$ cat src/rtl/gcbp_pkg.sv
`default_nettype none
// ============================================================================
//  Module      : gcbp_pkg
//  Description : Shared types and constants for the GCBP search scheduler.
//  Revision    : 1.0 - initial release
// ============================================================================
package gcbp_pkg;

    localparam int C_SUBIMAGE_LINES = 64;
    localparam int C_NUM_SUBIMAGES  = 16;
    localparam int C_BRAM_ADDR_BITS = 9;
    localparam int C_FRAME_LOC_BITS = 2;

    localparam int C_LINE_BITS = $clog2(C_SUBIMAGE_LINES);
    localparam int C_SUB_BITS  = $clog2(C_NUM_SUBIMAGES);

    localparam logic [C_LINE_BITS-1:0] C_LAST_LINE = C_LINE_BITS'(C_SUBIMAGE_LINES - 1);
    localparam logic [C_SUB_BITS-1:0]  C_LAST_SUB  = C_SUB_BITS'(C_NUM_SUBIMAGES - 1);

    // Schedule phases: idle, current-frame lines, previous-frame lines, end pulse
    typedef enum logic [1:0] {
        IDLE    = 2'd0,
        RD_CURR = 2'd1,
        RD_PREV = 2'd2,
        DONE    = 2'd3
    } gcbp_state_e;

endpackage
`default_nettype wire

$ cat src/rtl/gcbp_search_sched_if.sv
`default_nettype none
// ============================================================================
//  Module      : gcbp_search_sched_if
//  Description : BRAM read port and matcher line stream of the scheduler.
//                master = scheduler side, slave = BRAM/matcher side.
//  Revision    : 1.0 - initial release
// ============================================================================
interface gcbp_search_sched_if;
    import gcbp_pkg::*;

    logic                        i_match_ready;
    logic [C_BRAM_ADDR_BITS-1:0] o_bram_rd_addr;
    logic [C_NUM_SUBIMAGES-1:0]  o_bram_rd_en;
    logic                        o_line_valid;
    logic                        o_line_is_prev;
    logic [C_SUB_BITS-1:0]       o_subimage_idx;
    logic [C_LINE_BITS-1:0]      o_line_idx;

    modport master (
        input  i_match_ready,
        output o_bram_rd_addr, o_bram_rd_en,
        output o_line_valid, o_line_is_prev, o_subimage_idx, o_line_idx
    );

    modport slave (
        output i_match_ready,
        input  o_bram_rd_addr, o_bram_rd_en,
        input  o_line_valid, o_line_is_prev, o_subimage_idx, o_line_idx
    );

endinterface
`default_nettype wire

$ cat src/rtl/gcbp_sched_addr_gen.sv
`default_nettype none
// ============================================================================
//  Module      : gcbp_sched_addr_gen
//  Description : Forms the BRAM line address from frame location and line
//                number, and decodes the subimage into a one-hot enable.
//                Both outputs are zero when no read is issued.
//  Revision    : 1.0 - initial release
// ============================================================================
module gcbp_sched_addr_gen
    import gcbp_pkg::*;
(
    input  wire logic                        i_issue,
    input  wire logic [C_FRAME_LOC_BITS-1:0] i_loc,
    input  wire logic [C_SUB_BITS-1:0]       i_sub,
    input  wire logic [C_LINE_BITS-1:0]      i_line,
    output logic      [C_BRAM_ADDR_BITS-1:0] o_addr,
    output logic      [C_NUM_SUBIMAGES-1:0]  o_rd_en
);

    // Address is {0, location, line}; idle cycles drive zero so the bus is quiet
    always_comb begin
        o_addr = '0;
        if (i_issue) begin
            o_addr = {1'b0, i_loc, i_line};
        end
    end

    // One enable per subimage BRAM, only during an issue cycle
    for (genvar g = 0; g < C_NUM_SUBIMAGES; g++) begin : g_rd_en_dec
        localparam logic [C_SUB_BITS-1:0] C_IDX = C_SUB_BITS'(g);
        assign o_rd_en[g] = i_issue && (i_sub == C_IDX);
    end

endmodule
`default_nettype wire

$ cat src/rtl/gcbp_search_sched.sv
`default_nettype none
// ============================================================================
//  Module      : gcbp_search_sched
//  Description : Walks all 16 subimages of the current and previous frame,
//                64 current lines then 64 previous lines per subimage, and
//                streams BRAM reads to the matcher with ready-based stalls.
//                Optional build macro GCBP_SCHED_STATS_EN adds
//                o_sched_cycles, the length of the last completed schedule.
//  Revision    : 1.0 - initial release
// ============================================================================
module gcbp_search_sched
    import gcbp_pkg::*;
(
    input  wire logic                        i_clk,
    input  wire logic                        i_resetn,
    input  wire logic                        i_frame_done,
    input  wire logic [C_FRAME_LOC_BITS-1:0] i_curr_frame_loc,
    input  wire logic [C_FRAME_LOC_BITS-1:0] i_prev_frame_loc,
    gcbp_search_sched_if.master              bus,
    output logic                             o_busy,
    output logic                             o_done,
    output logic                             o_overrun
`ifdef GCBP_SCHED_STATS_EN
    ,
    output logic [15:0]                      o_sched_cycles
`endif
);

    gcbp_state_e                 state_q, state_d;
    logic [C_SUB_BITS-1:0]       sub_q, sub_d;
    logic [C_LINE_BITS-1:0]      line_q, line_d;
    logic [C_FRAME_LOC_BITS-1:0] curr_loc_q, curr_loc_d;
    logic [C_FRAME_LOC_BITS-1:0] prev_loc_q, prev_loc_d;
    logic                        overrun_q, overrun_d;
    logic                        vld_q, vld_d;
    logic                        is_prev_q, is_prev_d;
    logic [C_SUB_BITS-1:0]       sub_idx_q, sub_idx_d;
    logic [C_LINE_BITS-1:0]      line_idx_q, line_idx_d;

    logic                        w_reading;
    logic                        w_issue;
    logic [C_FRAME_LOC_BITS-1:0] w_loc;

    assign w_reading = (state_q == RD_CURR) || (state_q == RD_PREV);
    assign w_issue   = w_reading && bus.i_match_ready;
    assign w_loc     = (state_q == RD_PREV) ? prev_loc_q : curr_loc_q;

    gcbp_sched_addr_gen u_addr_gen (
        .i_issue (w_issue),
        .i_loc   (w_loc),
        .i_sub   (sub_q),
        .i_line  (line_q),
        .o_addr  (bus.o_bram_rd_addr),
        .o_rd_en (bus.o_bram_rd_en)
    );

    // Next-state, counter stepping, location latch and line-tag pipeline
    always_comb begin
        state_d    = state_q;
        sub_d      = sub_q;
        line_d     = line_q;
        curr_loc_d = curr_loc_q;
        prev_loc_d = prev_loc_q;
        // A new frame during any non-idle state (DONE included) is dropped
        overrun_d  = overrun_q | (i_frame_done && (state_q != IDLE));
        // BRAM data lands one cycle after the read, so the tags trail by one
        vld_d      = w_issue;
        is_prev_d  = w_issue && (state_q == RD_PREV);
        sub_idx_d  = w_issue ? sub_q  : '0;
        line_idx_d = w_issue ? line_q : '0;

        case (state_q)
            IDLE: begin
                if (i_frame_done) begin
                    state_d    = RD_CURR;
                    curr_loc_d = i_curr_frame_loc;
                    prev_loc_d = i_prev_frame_loc;
                    sub_d      = '0;
                    line_d     = '0;
                end
            end
            RD_CURR: begin
                if (w_issue) begin
                    if (line_q == C_LAST_LINE) begin
                        state_d = RD_PREV;
                        line_d  = '0;
                    end else begin
                        line_d  = line_q + 1'b1;
                    end
                end
            end
            RD_PREV: begin
                if (w_issue) begin
                    if (line_q != C_LAST_LINE) begin
                        line_d = line_q + 1'b1;
                    end else if (sub_q == C_LAST_SUB) begin
                        state_d = DONE;
                        sub_d   = '0;
                        line_d  = '0;
                    end else begin
                        state_d = RD_CURR;
                        sub_d   = sub_q + 1'b1;
                        line_d  = '0;
                    end
                end
            end
            DONE: begin
                state_d = IDLE;
            end
            default: begin
                state_d = IDLE;
            end
        endcase
    end

    // State and datapath registers with synchronous active-low reset
    always_ff @(posedge i_clk) begin
        if (!i_resetn) begin
            state_q    <= IDLE;
            sub_q      <= '0;
            line_q     <= '0;
            curr_loc_q <= '0;
            prev_loc_q <= '0;
            overrun_q  <= 1'b0;
            vld_q      <= 1'b0;
            is_prev_q  <= 1'b0;
            sub_idx_q  <= '0;
            line_idx_q <= '0;
        end else begin
            state_q    <= state_d;
            sub_q      <= sub_d;
            line_q     <= line_d;
            curr_loc_q <= curr_loc_d;
            prev_loc_q <= prev_loc_d;
            overrun_q  <= overrun_d;
            vld_q      <= vld_d;
            is_prev_q  <= is_prev_d;
            sub_idx_q  <= sub_idx_d;
            line_idx_q <= line_idx_d;
        end
    end

    assign bus.o_line_valid   = vld_q;
    assign bus.o_line_is_prev = is_prev_q;
    assign bus.o_subimage_idx = sub_idx_q;
    assign bus.o_line_idx     = line_idx_q;

    assign o_busy    = (state_q != IDLE);
    assign o_done    = (state_q == DONE);
    assign o_overrun = overrun_q;

`ifdef GCBP_SCHED_STATS_EN
    logic [15:0] cyc_q, cyc_d;
    logic [15:0] sched_cycles_q, sched_cycles_d;

    // Cycle count since the accepted frame_done; value in DONE is the length
    always_comb begin
        cyc_d          = cyc_q;
        sched_cycles_d = sched_cycles_q;
        if ((state_q == IDLE) && i_frame_done) begin
            cyc_d = 16'd1;
        end else if ((state_q != IDLE) && (cyc_q != 16'hFFFF)) begin
            cyc_d = cyc_q + 16'd1;
        end
        if (state_q == DONE) begin
            sched_cycles_d = cyc_q;
        end
    end

    // Statistics registers
    always_ff @(posedge i_clk) begin
        if (!i_resetn) begin
            cyc_q          <= '0;
            sched_cycles_q <= '0;
        end else begin
            cyc_q          <= cyc_d;
            sched_cycles_q <= sched_cycles_d;
        end
    end

    assign o_sched_cycles = sched_cycles_q;
`endif

endmodule
`default_nettype wire

$ cat src/flat_wrapper.sv
// flat-port wrapper written by rule: the top's interface ports become plain ports
module gcbp_search_sched_flat import gcbp_pkg::*;
  (i_clk, i_resetn, i_frame_done, i_curr_frame_loc, i_prev_frame_loc, o_busy, o_done, o_overrun, bus_i_match_ready, bus_o_bram_rd_addr, bus_o_bram_rd_en, bus_o_line_valid, bus_o_line_is_prev, bus_o_subimage_idx, bus_o_line_idx);
  gcbp_search_sched_if bus_i ();
  input  wire logic i_clk;
  input  wire logic i_resetn;
  input  wire logic i_frame_done;
  input  wire logic [C_FRAME_LOC_BITS-1:0] i_curr_frame_loc;
  input  wire logic [C_FRAME_LOC_BITS-1:0] i_prev_frame_loc;
  output logic o_busy;
  output logic o_done;
  output logic o_overrun;
  input wire logic [$bits(bus_i.i_match_ready)-1:0] bus_i_match_ready;
  output wire logic [$bits(bus_i.o_bram_rd_addr)-1:0] bus_o_bram_rd_addr;
  output wire logic [$bits(bus_i.o_bram_rd_en)-1:0] bus_o_bram_rd_en;
  output wire logic [$bits(bus_i.o_line_valid)-1:0] bus_o_line_valid;
  output wire logic [$bits(bus_i.o_line_is_prev)-1:0] bus_o_line_is_prev;
  output wire logic [$bits(bus_i.o_subimage_idx)-1:0] bus_o_subimage_idx;
  output wire logic [$bits(bus_i.o_line_idx)-1:0] bus_o_line_idx;
  assign bus_i.i_match_ready = bus_i_match_ready;
  assign bus_o_bram_rd_addr = bus_i.o_bram_rd_addr;
  assign bus_o_bram_rd_en = bus_i.o_bram_rd_en;
  assign bus_o_line_valid = bus_i.o_line_valid;
  assign bus_o_line_is_prev = bus_i.o_line_is_prev;
  assign bus_o_subimage_idx = bus_i.o_subimage_idx;
  assign bus_o_line_idx = bus_i.o_line_idx;
  gcbp_search_sched u_core (.i_clk(i_clk), .i_resetn(i_resetn), .i_frame_done(i_frame_done), .i_curr_frame_loc(i_curr_frame_loc), .i_prev_frame_loc(i_prev_frame_loc), .bus(bus_i), .o_busy(o_busy), .o_done(o_done), .o_overrun(o_overrun));
endmodule
$ cat config.mk
export PLATFORM = sky130hd
export DESIGN_NAME = gcbp_search_sched_flat
export DESIGN_NICKNAME = d
export VERILOG_FILES = /design/src/rtl/gcbp_pkg.sv /design/src/rtl/gcbp_search_sched_if.sv /design/src/rtl/gcbp_sched_addr_gen.sv /design/src/rtl/gcbp_search_sched.sv /design/src/flat_wrapper.sv
export SDC_FILE = /design/constraint.sdc
export NUM_CORES = 1
export LEC_CHECK = 0
export CAP_MARGIN = 20
export CORE_MARGIN = 3
export CORE_UTILIZATION = 50
export DETAILED_ROUTE_END_ITERATION = 8
export PLACE_DENSITY = 0.91
export SLEW_MARGIN = 20
export SYNTH_ARGS = -nofsm -noshare
export SYNTH_HDL_FRONTEND = slang
export SYNTH_SLANG_ARGS = --single-unit
$ cat constraint.sdc
create_clock -name i_clk -period 5.8 [get_ports i_clk]
set_input_delay 1.45 -clock i_clk [delete_from_list [all_inputs] [get_ports i_clk]]
set_output_delay 1.45 -clock i_clk [all_outputs]
set_load 0.01 [all_outputs]
After elaboration in Yosys (flattened, before gate mapping)
Cells that the tools add are included.

word-level totals
  flip-flop bits (word level) = 29
  input bits = 8
  output and inout bits = 40
  word-level logic and storage cells = 88

cells by class
  $add $sub $neg = 2
  eq/ne operators = 25
  mux-type cells = 20
  bitwise operators = 1
  reduce and logical (&&, ||, !) cells = 30

operators by type and width
  cell                                                              count
  4-bit == test (second input constant)                             8
  6-bit 2-to-1 mux                                                  5
  1-bit logical AND                                                 19
  6-bit case mux with 3 select lines                                1
  4-bit by 3-bit == test with 1-bit output (second input constant)  4
  4-bit 2-to-1 mux                                                  4
  2-bit 2-to-1 mux                                                  7
  2-bit inequality test (second input constant)                     5
  4-bit by 2-bit == test with 1-bit output (second input constant)  2
  8-bit 2-to-1 mux                                                  1
  2-bit case mux with 4 select lines                                1
  4-bit case mux with 2 select lines                                1
  4-bit AND reduction                                               2
  6-bit by 1-bit adder with 6-bit output (second input constant)    1
  6-bit == test (second input constant)                             1
  6-bit inequality test (second input constant)                     1
  5-bit AND reduction                                               1
  4-bit by 1-bit adder with 4-bit output (second input constant)    1
  2-bit == test (second input constant)                             2
  4-bit by 1-bit == test with 1-bit output (second input constant)  1
  4-bit logical NOT                                                 1
  2-bit AND reduction                                               2
  2-bit nonzero test                                                2
  3-bit nonzero test                                                1
  4 further kinds                                                   4

Depth between registers and ports, before layout
Gate-level depths: netlist of run 1.

  depth in word-level cells = 5
  gate-level depth with buffers = 7
  mapped depth without buffers = 6

Cells and area by module
A second synthesis of run 1 with hierarchy kept.

second synthesis, totals
  cells, all modules = 176
  area total of the unflattened synthesis = 1491.4 um^2

modules (own cells, without submodules)
  module               instances  cells each  area each (um^2)  sequential area each (um^2)
  gcbp_search_sched    1          136         1263.7            580.6
  gcbp_sched_addr_gen  1          40          227.7             0.0

Worst setup path before layout of run 1
Ideal clock, no wire load.

  path type = input to output
  from = in bus_i_match_ready
  to = out bus_o_bram_rd_en[0]
  arrival time = 2217 ps
  required time = 4350 ps
  path slack = 2133 ps
  stages on the path = 4
  buffers on the path = 1
  cell sequence = clkbuf_1 > and2_1 > nand2_1 > nor3_1

between the ends
  cells in the longest elaborated chain, start to end = 2

RTL lines
  what               line                       source
  start, declared    flat_wrapper.sv:13         input wire logic [$bits(bus_i.i_match_ready)-1:0] bus_i_match_ready;
  1-bit logical AND  gcbp_search_sched.sv:45    assign w_issue = w_reading && bus.i_match_ready;
  1-bit logical AND  gcbp_sched_addr_gen.sv:31  assign o_rd_en[g] = i_issue && (i_sub == C_IDX);
  end, declared      flat_wrapper.sv:15         output wire logic [$bits(bus_i.o_bram_rd_en)-1:0] bus_o_bram_rd_en;

Every way passes these cells.

Worst setup path in the final report of run 1
  from = in bus_i_match_ready
  to = out bus_o_bram_rd_en[1]

Same word-level chain as after synthesis.

==> run_results.csv, run 1 <==
group,metric,value,unit
routing,vias,1426,
routing,drt_wl_total,3190,um
cts,cts_sinks,29,
layout,area.growth.synth_to_final,31.7,%
synthesis,ys_types,40,
power,p_per_area,274,nW/um^2
routing,wl_per_cell,11.6,um
timing,hold_violations,0,
cts,cts-root-buf,"clkbuf_4",
place,placed_area,2010,sq um
critical_path,worstSetupStartpointType,"primary input",
timing,fin_setup_tns,0,ns
routing,antenna_left,0,
cts,insertion_delay,0.33,ns
synthesis,netlist_area,1570,sq um
critical_path,crit_path_start,"bus_i_match_ready",
synthesis,synth_nets,208,
synthesis,syn_avg_cell_area,8.20,sq um
timing,finalMaxSlewViolations,0,
synthesis,synthCells,191,
die,start_util,54.4,%
cts,ctsResizeCount,0,
cts,htreeDepth,2,
place,port_buffers,46,
die,die_y,62.0,um
cts,cts_max_path_buffers,2,
timing,fmax,212,MHz
global_routing,antenna_found_initial,0,
timing,worst_pin_slew,0.560,ns
hold_path,holdCritPathClass,"flop to flop",
routing,drcViolationCount,0,
timing,period_share,81.4,%
layout,final_common_cell,"clkdlybuf4s50_1",
critical_path,crit_arrival,3.27,ns
place,gp_congestion,0.809,
layout,design_area,2060,sq um
routing,drtIter0Drc,73,
cts,clk_pin_slew,0.09,ns
critical_path,critPathKind,"primary input to output port",
timing,timing.slew.headroom,62.5,%
cts,cts_hold_buffers,0,
die,fp-row-count,19,
power,p_leak,0.000768,uW
critical_path,cp.required,4.35,ns
timing,rsz0062_at_grt,"false",
layout,finalNetCount,249,
die,die_w,62.0,um
layout,drive_above_1_share,5.58,%
cts,cts-buffers-inserted,5,
hold_path,hp-start,"u_core.prev_loc_q[0]",
die,core,2880,sq um
synthesis,ys_seq_area_share,37.1,%
global_routing,track_usage,18.6,%
power,vdd.ir_drop.worst,0.000299,V
routing,avgViaCountPerCell,5.19,
outcome,status,"finished, final reports clean",
global_routing,grt_max_degree,20,
synthesis,ys_ff_latch,29,
synthesis,ys.warnings.count,0,
timing,setup_viol,0,
die,die-area,3840,sq um
cts,postCtsSetupRepairBufs,0,
critical_path,reg2reg_from,"u_core.state_q[0]",
timing,skew,0.0109,ns
critical_path,crit_path_end_kind,"output port",
timing,fin_crit,4.72,ns
routing,detailedRoute.firstPassIterationCount,4,
global_routing,grt_pass1_vias,1258,
critical_path,worstPathMaxFanout,15,
global_routing,overflow,0,
run,cap_viol_max_count,0,
layout,fill_cells,237,
layout,diodes,0,
layout,layout_common_cells,"clkdlybuf4s50_1 (46), dfxtp_1 (29), nor2_1 (23)",
place,dp_hpwl,2380,um
die,io_pins,48,
cts,cts_tree,"yes",
global_routing,grt_pass1_wl,5260,um
-- cells by family after synthesis --
logic type               count (synthesis)  share of synthesized area, %
AND/OR/NAND/NOR                         92                          30.3
AO/OA/AOI/OAI                           34                          15.7
flip-flops                              29                          37.1
buffers and inverters                   22                          7.03
adder cells (fa/ha/maj)                  9                          7.19
multiplexers                             3                          1.92
other                                    1                         0.240
XOR/XNOR                                 1                         0.560
-- registers in the layout, indices dropped and copies added (netlist names) --
signal	count
u_core.curr_loc_q	2
u_core.bus.o_subimage_idx	4
u_core.prev_loc_q	2
u_core.state_q	2
u_core.sub_q	4
u_core.o_overrun	1
u_core.line_q	6
u_core.bus.o_line_valid	1
u_core.bus.o_line_idx	6
u_core.bus.o_line_is_prev	1
-- cell type report --
cell class              count  area, sq um  share of cell area (%)
flip-flops and latches     29          581                    28.2
repair buffers             46          460                    22.3
multi-input cells         140          875                    42.4
inverters                  10         37.5                    1.82
clock inverters             3         17.5                   0.850
clock buffers               5         37.5                    1.82
well taps                  42         52.6                    2.55
-- power breakdown --
group	internal, uW	switching, uW	total (uW)	leakage [uW]
logic	87.6	133	221	0.000502
registers	215	12.2	227	0.000235
clock network	45.6	71.9	117	0.0000310
total	348	217	565	0.000768
-- worst paths after layout --
| check | end | slack (ns) | depth (start not counted) |
|---|---|---|---|
| setup / recovery | bus_o_bram_rd_en[1] | 1.08 | 5 |
| hold / removal | u_core.prev_loc_q[0] | 0.48 | 2 |
| setup reg to reg | u_core.line_q[2] | 3.61 | 6 |
| hold reg to reg | u_core.prev_loc_q[0] | 0.48 | 2 |
-- through the flow --
| stage | power (uW) | setup WS [ns] | instances | util [%] | hold WS [ns] |
|---|---|---|---|---|---|
| after global routing | 609 | 0.943 | 275 | 71.6 | 0.512 |
| after global placement | 447 | 1.12 | 267 | 69.7 | 0.458 |
| after CTS | 570 | 1.06 | 275 | 71.6 | 0.483 |
| after detailed placement | 452 | 1.06 | 267 | 69.7 | 0.465 |
| after floorplan | 404 | 2.13 | 191 | - | 0.443 |
| final | 565 | 1.08 | 275 | 71.6 | 0.479 |
-- critical path: stages --
cell and delay (ns):
clkdlybuf4s50_1 0.71, and2_1 0.26, nand2_1 0.12, nor3_1 0.16
clkdlybuf4s50_1 0.57
-- routing by layer --
metal	up-vias	routed length, um	GRT usage [%]
met1	634	1520	23.3
met3	7	176	5.58
met4	0	51	7.27
li1	740	-	-
met5	-	0	0
met2	45	1440	29.7
-- cells in the mapped netlist --
cell	instances	area, sq um
buf_1	1	3.75
or4_1	3	22.5
nor2_1	23	86.3
nand4b_1	1	8.76
mux2i_1	3	30.0
nand2b_1	2	12.5
nor3_1	7	35.0
o2111ai_2	1	15.0
and2b_2	1	8.76
a31oi_1	2	12.5
a21boi_1	1	7.51
a41oi_1	1	8.76
o21ai_0	8	40.0
nand3b_1	1	7.51
o2111ai_1	2	17.5
a32o_1	2	20.0
o211a_1	1	10.0
conb_1	1	3.75
and2_1	13	81.3
buf_4	1	7.51
nor2b_1	1	6.26
buf_2	1	5.00
nand2_1	17	63.8
dfxtp_1	29	581
a41o_1	1	10.0
buf_6	3	33.8
o311ai_0	1	8.76
ha_1	9	113
nand4_1	1	6.26
or2b_4	1	11.3
or3_2	2	15.0
nand3_1	8	40.0
clkbuf_1	6	22.5
a21oi_1	4	20.0
and3_1	10	62.6
o31ai_1	3	22.5
or3_1	1	6.26
inv_1	10	37.5
xor2_1	1	8.76
a21boi_0	7	52.6
Power figures use the tool's default switching activity.
==> inputs of run 2 (changes only) <==
--- a/config.mk
+++ b/config.mk
@@ -7,9 +7,9 @@
 export LEC_CHECK = 0
 export CAP_MARGIN = 20
 export CORE_MARGIN = 3
-export CORE_UTILIZATION = 50
+export CORE_UTILIZATION = 42
 export DETAILED_ROUTE_END_ITERATION = 8
-export PLACE_DENSITY = 0.91
+export PLACE_DENSITY = 0.82
 export SLEW_MARGIN = 20
 export SYNTH_ARGS = -nofsm -noshare
 export SYNTH_HDL_FRONTEND = slang
==> constraint.sdc (replaced) <==
create_clock -name i_clk -period 4.02 [get_ports i_clk]
set_input_delay 1.005 -clock i_clk [delete_from_list [all_inputs] [get_ports i_clk]]
set_output_delay 1.005 -clock i_clk [all_outputs]
set_load 0.01 [all_outputs]
==> run_results.csv, run 2 (synthesis results as in run 1) <==
group,metric,value,unit
routing,detailedRoute.firstPassIterationCount,4,
critical_path,r2r-end,"u_core.line_q[5]",
layout,design_area,2110,sq um
layout,area.growth.synth_to_final,35.1,%
timing,finalMaxSlewViolations,0,
cts,ctsResizeCount,0,
global_routing,grt_pass1_vias,1310,
power,vdd.ir_drop.worst,0.000238,V
critical_path,cp.required,3.01,ns
die,io_pins,48,
power,p_int,576,uW
critical_path,crit_path_end_kind,"output port",
hold_path,holdPathEnd,"u_core.prev_loc_q[0]",
hold_path,hp-start,"u_core.prev_loc_q[0]",
cts,cts-buffers-inserted,5,
routing,vias,1452,
cts,postCtsSetupRepairBufs,0,
cts,clk_pin_slew,0.06,ns
timing,skew,0.00845,ns
cts,htreeDepth,2,
power,clkPwrFrac,27.8,%
timing,hold_violations,0,
layout,finalNetCount,250,
routing,drtIter0Drc,122,
global_routing,track_usage,16.9,%
timing,fin_crit,3.64,ns
global_routing,overflow,0,
layout,final_common_cell,"clkdlybuf4s50_1",
timing,timing.slew.headroom,59.4,%
place,gp_congestion,0.811,
timing,fmax,275,MHz
cts,cts_sinks,29,
critical_path,r2r_setup_slack,1.83,ns
cts,cts-root-buf,"clkbuf_8",
timing,layout_setup_ws,0.385,ns
critical_path,critPathKind,"primary input to output port",
routing,avgViaCountPerCell,5.19,
die,core,3470,sq um
routing,antenna_left,0,
timing,rsz0062_at_grt,"false",
power,switching_share,36.6,%
place,port_buffers,46,
power,pwr-share-seq,36.1,%
hold_path,min_path_cells,2,
cts,cts_hold_buffers,0,
critical_path,worstSetupStartpointType,"primary input",
outcome,status,"finished, final reports clean",
timing,whs,0.469,ns
layout,drive_above_1_share,5.98,%
cts,cts_tree,"yes",
power,p_per_area,430,nW/um^2
global_routing,grt_max_degree,20,
routing,wl_per_cell,12.2,um
cts,insertion_delay,0.29,ns
die,die_w,67.0,um
timing,setup_viol,0,
die,die_y,67.0,um
die,die-area,4500,sq um
cts,cts_max_path_buffers,2,
power,p_switching,333,uW
hold_path,holdCritPathClass,"flop to flop",
die,start_util,45.1,%
critical_path,reg2reg_from,"u_core.state_q[0]",
global_routing,grt_pass1_wl,5690,um
routing,drcViolationCount,0,
timing,worst_pin_slew,0.602,ns
routing,drt_wl_total,3410,um
place,pre_cts_ws,0.399,ns
critical_path,rr_worst_depth,6,
die,fp-row-count,21,
timing,fin_setup_tns,0,ns
place,placed_area,2020,sq um
layout,diodes,0,
critical_path,worstPathMaxFanout,4,
global_routing,antenna_found_initial,0,
run,cap_viol_max_count,0,
place,dp_hpwl,2400,um
power,total_power,909,uW
power,p_leak,0.000793,uW
timing,period_share,90.4,%
power,p_comb_share,36.1,%
critical_path,crit_arrival,2.63,ns
layout,layout_common_cells,"clkdlybuf4s50_1 (46), dfxtp_1 (29), nor2_1 (23)",
run 2: changes by cell type in the layout (fill, tap and decap cells not counted):
| cell | change |
|---|---|
| clkbuf_8 | +6 |
| clkbuf_4 | -5 |
| buf_4 | +1 |
| clkinv_2 | -1 |
| clkinv_4 | +1 |
| clkinvlp_4 | -1 |
run 2: routing by layer:
metal	vias to the layer above	wire length (um)	track usage, %
li1	739	-	-
met1	657	1560	19.6
met2	49	1570	26.0
met3	7	221	5.56
met4	0	65	11.1
met5	-	0	0
run 2: power groups by stage:
stage	clock network (uW)	logic (uW)	registers, uW
global placement	0	319	333
global route	272	366	331
floorplan	0	249	333
detailed placement	0	324	335
finish	253	328	328
CTS	259	328	328
run 2: layout make-up:
| type | count | area [sq um] |
|---|---|---|
| Timing Repair Buffer | 47 | 468 |
| Fill cell | 319 | 1350 |
| Clock buffer | 6 | 82.6 |
| Inverter | 10 | 37.5 |
| Tap cell | 46 | 57.6 |
| Clock inverter | 2 | 13.8 |
| Multi-Input combinational cell | 140 | 875 |
| Sequential cell | 29 | 581 |
run 2: worst max path at each step:
stage	startpoint	depth (start not counted)	endpoint
2_1_floorplan	bus_i_match_ready	4	bus_o_bram_rd_en[0]
3_3_place_gp	bus_i_match_ready	5	bus_o_bram_rd_en[2]
3_5_place_dp	bus_i_match_ready	5	bus_o_bram_rd_en[0]
4_1_cts	bus_i_match_ready	5	bus_o_bram_rd_en[1]
5_1_grt	bus_i_match_ready	5	bus_o_bram_rd_en[0]
6_report	bus_i_match_ready	5	bus_o_bram_rd_en[0]
run 2: per-stage QoR:
stage | std cells | util [%]
global route | 280 | 61.0
CTS | 280 | 61.0
detailed placement | 272 | 58.2
finish | 280 | 61.0
floorplan | 191 | -
global placement | 272 | 58.2
run 2: critical path: stages:
cell,delay (ns)
clkdlybuf4s50_1,0.54
and2_1,0.23
nand2_1,0.13
nor3_1,0.16
clkdlybuf4s50_1,0.56
